**src/rtl/i2c_fifo_access_arb.sv**
```systemverilog
// Round-robin sharing of the I2C TX-FIFO push and RX-FIFO pop ports.
// Ports: pclk/presetn, ic_enable, tx_req/tx_req_data/tx_gnt, rx_req/rx_gnt/rx_rdata, FIFO side.
module i2c_fifo_access_arb #(
  parameter int NUM_REQ = 2,
  parameter int TX_DW   = 9,
  parameter int RX_DW   = 8
) (
  input  logic                     pclk,
  input  logic                     presetn,
  input  logic                     ic_enable,
  input  logic [NUM_REQ-1:0]       tx_req,
  input  logic [NUM_REQ*TX_DW-1:0] tx_req_data,
  output logic [NUM_REQ-1:0]       tx_gnt,
  input  logic [NUM_REQ-1:0]       rx_req,
  output logic [NUM_REQ-1:0]       rx_gnt,
  output logic [RX_DW-1:0]         rx_rdata,
  input  logic                     tx_full,
  input  logic                     rx_empty,
  input  logic [RX_DW-1:0]         rx_pop_data,
  output logic                     tx_push,
  output logic [TX_DW-1:0]         tx_push_data,
  output logic                     rx_pop
);

  localparam int IW = (NUM_REQ > 1) ? $clog2(NUM_REQ) : 1;

  typedef logic [IW-1:0] idx_t;

  typedef enum logic [1:0] {
    TX_IDLE,
    TX_PUSH,
    TX_SETTLE
  } tx_st_t;

  typedef enum logic [1:0] {
    RX_IDLE,
    RX_POP,
    RX_SETTLE
  } rx_st_t;

  // Scan downward so the candidate closest above ptr is written last.
  function automatic idx_t rr_pick(
    input logic [NUM_REQ-1:0] req,
    input idx_t               ptr
  );
    idx_t pick;
    int   i;
    pick = ptr;
    for (int k = NUM_REQ - 1; k >= 0; k--) begin
      i = (int'(ptr) + k) % NUM_REQ;
      if (req[i]) pick = idx_t'(i);
    end
    return pick;
  endfunction

  function automatic idx_t rr_next(input idx_t w);
    return idx_t'((int'(w) + 1) % NUM_REQ);
  endfunction

  function automatic logic [NUM_REQ-1:0] onehot(input idx_t w);
    logic [NUM_REQ-1:0] v;
    v    = '0;
    v[w] = 1'b1;
    return v;
  endfunction

  tx_st_t           tx_st;
  rx_st_t           rx_st;
  idx_t             tx_ptr;
  idx_t             rx_ptr;
  idx_t             tx_win;
  idx_t             rx_win;
  logic [TX_DW-1:0] tx_sel;
  logic             tx_start;
  logic             rx_start;

  always_comb begin
    tx_win   = rr_pick(tx_req, tx_ptr);
    rx_win   = rr_pick(rx_req, rx_ptr);
    tx_sel   = tx_req_data[tx_win*TX_DW +: TX_DW];
    tx_start = ic_enable & ~tx_full & (|tx_req);
    rx_start = ic_enable & ~rx_empty & (|rx_req);
  end

  // Strobes are registered on entry to PUSH; SETTLE lets tx_full catch up.
  always_ff @(posedge pclk or negedge presetn) begin
    if (!presetn) begin
      tx_st        <= TX_IDLE;
      tx_ptr       <= '0;
      tx_push      <= 1'b0;
      tx_gnt       <= '0;
      tx_push_data <= '0;
    end else begin
      unique case (tx_st)
        TX_IDLE: begin
          if (tx_start) begin
            tx_st        <= TX_PUSH;
            tx_push      <= 1'b1;
            tx_gnt       <= onehot(tx_win);
            tx_push_data <= tx_sel;
            tx_ptr       <= rr_next(tx_win);
          end
        end
        TX_PUSH: begin
          tx_st   <= TX_SETTLE;
          tx_push <= 1'b0;
          tx_gnt  <= '0;
        end
        TX_SETTLE: begin
          tx_st <= TX_IDLE;
        end
        default: begin
          tx_st   <= TX_IDLE;
          tx_push <= 1'b0;
          tx_gnt  <= '0;
        end
      endcase
    end
  end

  // rx_rdata captures the head before the pop and holds until the next one.
  always_ff @(posedge pclk or negedge presetn) begin
    if (!presetn) begin
      rx_st    <= RX_IDLE;
      rx_ptr   <= '0;
      rx_pop   <= 1'b0;
      rx_gnt   <= '0;
      rx_rdata <= '0;
    end else begin
      unique case (rx_st)
        RX_IDLE: begin
          if (rx_start) begin
            rx_st    <= RX_POP;
            rx_pop   <= 1'b1;
            rx_gnt   <= onehot(rx_win);
            rx_rdata <= rx_pop_data;
            rx_ptr   <= rr_next(rx_win);
          end
        end
        RX_POP: begin
          rx_st  <= RX_SETTLE;
          rx_pop <= 1'b0;
          rx_gnt <= '0;
        end
        RX_SETTLE: begin
          rx_st <= RX_IDLE;
        end
        default: begin
          rx_st  <= RX_IDLE;
          rx_pop <= 1'b0;
          rx_gnt <= '0;
        end
      endcase
    end
  end

endmodule

```
**config.mk**
```make
export PLATFORM = sky130hd
export DESIGN_NAME = i2c_fifo_access_arb
export DESIGN_NICKNAME = d
export VERILOG_FILES = /design/src/rtl/i2c_fifo_access_arb.sv
export SDC_FILE = /design/constraint.sdc
export NUM_CORES = 1
export LEC_CHECK = 0
export CORE_UTILIZATION = 37
export CTS_CLUSTER_SIZE = 28
export DETAILED_ROUTE_END_ITERATION = 16
export GPL_TIMING_DRIVEN = 1
export PLACE_DENSITY_LB_ADDON = 0.08
export SLEW_MARGIN = 10
export SYNTH_ARGS = -nofsm -noshare
export SYNTH_HDL_FRONTEND = slang
export SYNTH_SLANG_ARGS = --single-unit
```
**constraint.sdc**
```tcl
create_clock -name pclk -period 1.5 [get_ports pclk]
set_input_delay 0.3 -clock pclk [delete_from_list [all_inputs] [get_ports pclk]]
set_output_delay 0.3 -clock pclk [all_outputs]
set_load 0.02 [all_outputs]
```
======== After elaboration in Yosys (flattened, before gate mapping) ========
Index checks and enable logic that the tools add are counted.
operators by class
  add/sub/neg operators ................... 4
  multiply operators ...................... 1
  divide/modulo/power cells ............... 0
  order comparisons ....................... 8
  equality and inequality tests ........... 6
  shift operators ......................... 1
  muxes and demuxes ....................... 30
  bitwise operators ....................... 10
  reduce and logical (&&, ||, !) cells .... 10
operators with widths
  cell                                                         count
  two-way mux 1 bit                                            18
  indexed part select 18 x 6 -> 9 bit                          1
  case mux 2 bit (2 select lines)                              4
  less-than comparator 1 x 2 -> 1 bit (second input constant)  4
  two-way mux 2 bit                                            4
  AND reduction 2 bit                                          4
  less-than comparator 2 x 3 -> 1 bit (second input constant)  2
  multiplier 1 x 4 -> 5 bit (second input constant)            1
  adder 1 bit (second input constant)                          4
  AND 1 bit                                                    4
  equality test 2 x 1 -> 1 bit (second input constant)         2
  equality test 2 bit (second input constant)                  2
  zero test 2 bit                                              2
  inequality test 2 bit (second input constant)                2
  inverter 1 bit                                               4
  case mux 1 bit (2 select lines)                              2
  OR reduction 2 bit                                           2
  AND 1 bit (first input constant)                             2
  demux 1 bit (select 1 bit)                                   2
  greater-or-equal comparator 1 bit (second input constant)    2
  logical AND 1 bit                                            2
word-level totals
  bits in registers ....................... 29
  bits in latches ......................... 0
  memory bits (writable) .................. 0
  ROM bits ................................ 0
  memories kept ........................... 0

======== Depth between registers and ports, before layout ========
  word-level depth ........................ 13
  depth in mapped cells ................... 4
  mapped depth without buffers ............ 3

======== Least setup slack after synthesis ========
No wires, ideal clock.
  path type ............................... flip-flop to flip-flop
  start point ............................. register rx_st[1]
  end point ............................... register rx_rdata[0]
  setup time .............................. 0.125 ns
  data arrival time ....................... 1.344 ns
  path slack .............................. 0.031 ns
  stages on the path, launching flop included .. 4
  path buffers ............................ 0
  period minus slack after synthesis ...... 1.469 ns
  path through ............................ dfrtp_1 -> or2_4 -> nor3_4 -> mux2_2
on the way
  cells in the longest elaborated chain, start to end .. 2
ends and longest elaborated chain
  what                                  line  RTL
  from (decl)                           68    rx_st_t rx_st;
  from (signal assigned)                124   rx_st <= RX_IDLE;
  from (signal assigned)                133   rx_st <= RX_POP;
  from (signal assigned)                141   rx_st <= RX_SETTLE;
  zero test 2 bit                       130   unique case (rx_st)
  AND reduction 2 bit (no source line)  --
  to (signal assigned)                  136   rx_rdata <= rx_pop_data;
  to (decl)                             16    output logic [RX_DW-1:0] rx_rdata,
No other way between the ends.
A chain may end at the register's enable or synchronous reset.

======== Worst setup path after layout ========
  start point ............................. register rx_st[1]
  end point ............................... register rx_rdata[5]
Same word-level chain as after synthesis.

==> results_dict.tcl <==
set metrics [dict create \
    ir_drop_mv 0.7173 \
    syn_inst 114 \
    crit_chain "or2_4 -> nor3_4 -> buf_12 -> mux2_2" \
    slew-limit-headroom_pct 70.69 \
    swShare_pct 31.72 \
    grt_max_degree 30 \
    synth_common_cells "dfrtp_1 (29), a31oi_1 (18), o21ai_0 (12)" \
    netlist_area_um2 1294 \
    critical-path-max-stage-delay_ps 400 \
    crit_path_end_kind "flip-flop" \
    syn_avg_cell_area_um2 11.35 \
    ys_seq_area_share_pct 56.09 \
    ys_seq_elements 29 \
    yosysMostFrequentCell "dfrtp_1" \
    cts_hold_buf 0 \
    layout.nets 222 \
    powerDensity_nw_per_um2 1275 \
    ys_types 27 \
    r2r-end "rx_rdata[5]$_DFFE_PN0P_" \
    vias 1199 \
    seqPwrFrac_pct 40.0 \
    drive_above_1_share_pct 18.62 \
    place_congestion 0.7144 \
    grt-ovfl-total 0 \
    synth_area_leaders "dfrtp_1 (56%), a31oi_1 (8.7%), mux2_2 (7.8%)" \
    p_leak_nw 0.8961 \
    rsz0062_at_grt "yes" \
    area_delta_synth_final_pct 61.61 \
    drt_wl_total_um 3222 \
    clock_path_buffers 2 \
    htree_levels 2 \
    synth_top_area_share_pct 56.09 \
    grt_pass1_wl_um 4857 \
    diodes 0 \
    p_sw_mw 0.8452 \
    die_y_um 61.13 \
    synth_fp_nets 149 \
    hold_viol 0 \
    cp-endpoint "rx_rdata[5]$_DFFE_PN0P_" \
    initial_utilization_pct 38.77 \
    drc 0 \
    maxCapViolCount 0 \
    criticalPathCategory "flip-flop to flip-flop" \
    clk_pin_slew_ps 90 \
    drv_slew 0 \
    post-route-period-util_pct 98.51 \
    yosys_warnings 0 \
    max_slew.worst_pin.slew_ps 435.1 \
    hp-class "primary input to async pin" \
    core_area_um2 3337 \
    die_w_um 61.13 \
    cts_tree "built" \
    combinationalPowerShare_pct 35.4 \
    antenna_found_initial 0 \
    setup_viol 0 \
    reg2regPathDepth 4 \
    synth_edf_count 0 \
    fmax_ghz 0.6768 \
    p_clk_share_pct 24.7 \
    period_needed_ps 1478 \
    drtIter0Drc 89 \
    dp_hpwl_um 2350 \
    r2r_start "rx_st[1]$_DFFE_PN0P_" \
    rows 21 \
    r2r_setup_slack_ps 20 \
    path_max_fanout 10 \
    layoutNonFillerInstCount 234 \
    cp-startpoint "rx_st[1]$_DFFE_PN0P_" \
    cp-start-kind "flip-flop" \
    clock_latency_ps 320 \
    die-area_um2 3737 \
    synth_flop_cell "dfrtp_1" \
    track_usage_pct 18.59 \
    skew_ps 6.311 \
    grt_pass1_vias 1160 \
    status "completed" \
    crit_arrival_ps 1680 \
    cts-root-buf "clkbuf_4" \
    drt.antenna.violating_nets 0 \
    boundaryPins 58 \
    io_buffers 57 \
    yosysTopAreaCell "dfrtp_1" \
    async_flop_share_pct 100.0 \
    cts_buffers 5 \
    vias_per_cell 5.124 \
    drtPass1Iterations 4 \
    cp.required_ps 1710 \
    tns_ps 0 \
    dp_cells 226 \
    cpMaxStageDelayCell "dfrtp_1" \
    cts.sinks 29 \
    wire_per_inst_um 13.77 \
    internal_power_mw 1.820 \
]
worst min path at each step:
stage                     slack (ps)  cells past startpoint                          end
after CTS                        360                      2  tx_push_data[6]$_DFFE_PN0P_
final                            360                      2  tx_push_data[6]$_DFFE_PN0P_
after detailed placement         440                      1         tx_st[1]$_DFFE_PN0P_
after floorplan                    4                      0        rx_gnt[0]$_DFFE_PN0P_
after global routing             380                      2  tx_push_data[6]$_DFFE_PN0P_
after global placement           440                      1         tx_st[1]$_DFFE_PN0P_
area by class of cell:
class | instances | area, um2
fill | 317 | 1246
sequential | 29 | 725.7
timing repair buffer | 71 | 671.9
multi-input combinational | 76 | 535.5
tap | 46 | 57.56
clock buffer | 7 | 55.05
clock inverter | 1 | 30.03
inverter | 4 | 15.01
metrics by stage:
stage / util (%) / power (mW) / hold slack (ps) / worst slack [ps] / cell area, um2
final: 62.65 / 2.665 / 362.0 / 22.42 / 2091
after global routing: 62.65 / 2.836 / 380.0 / -31.99 / 2091
after floorplan: - / 1.582 / 4.409 / 30.84 / 1294
after detailed placement: 60.85 / 2.147 / 442.3 / -289.6 / 2031
after global placement: 60.85 / 2.121 / 437.4 / -264.1 / 2031
after CTS: 62.54 / 2.707 / 361.3 / 15.18 / 2087
cells by family (layout without fill, tap and decap cells):
family	Yosys count	count (layout)	share of synthesized area, %
flip-flops	29	29	56.09
buffers and inverters	9	83	2.804
AO/OA/AOI/OAI	44	44	21.66
multiplexers	9	9	7.834
AND/OR/NAND/NOR	23	23	11.61
flip-flops by register name, summed over array words and instances (netlist names):
register and flops:
tx_push 1, tx_ptr 1, tx_st 2, tx_push_data 9, tx_gnt 2, rx_rdata 8, rx_pop 1, rx_gnt 2
rx_st 2, rx_ptr 1
timing repair:
item / CTS / global route
gates cloned: 0 / 0
setup buffers: 0 / 0
gates resized for setup: 23 / 1
pin swaps: 0 / 0
setup endpoints to repair: 23 / 8
critical path: cells and delay by family, from the launching register on:
| family | cells | cell delay (ps) |
|---|---|---|
| mux | 1 | 340 |
| simple gates | 2 | 470 |
| buf+inv | 1 | 160 |
| flops | 1 | 400 |
power by group through the flow:
stage          Combinational (mW)  Clock [mW]  Sequential (mW)
6_report                    0.942       0.657             1.07
3_3_place_gp                 1.04           0             1.08
2_1_floorplan               0.315           0             1.27
5_1_grt                      1.03       0.720             1.09
3_5_place_dp                 1.06           0             1.09
4_1_cts                     0.951       0.688             1.07
metal layers:
metal  share of wire [%]  vias up  wire length [um]  track usage, %
met1                  42      572              1343           20.54
li1                    -      581                 -               -
met5                   0        -                 0               0
met2                  50       41              1597           31.68
met3                 7.1        5               230           7.143
met4                 1.6        0                51           8.442
cell usage in the layout (no fill, tap or decap), types with 2 or more instances in the layout:
| master | count |
|---|---|
| a21oi_1 | 5 |
| a31oi_1 | 18 |
| buf_12 | 2 |
| buf_4 | 12 |
| clkbuf_4 | 5 |
| clkdlybuf4s50_1 | 34 |
| dfrtp_1 | 29 |
| dlygate4sd2_1 | 23 |
| inv_1 | 3 |
| mux2_2 | 8 |
| nand3b_1 | 9 |
| nor2_1 | 6 |
| nor3_1 | 2 |
| o21ai_0 | 12 |
No activity file was read; power rests on OpenSTA's default activity.
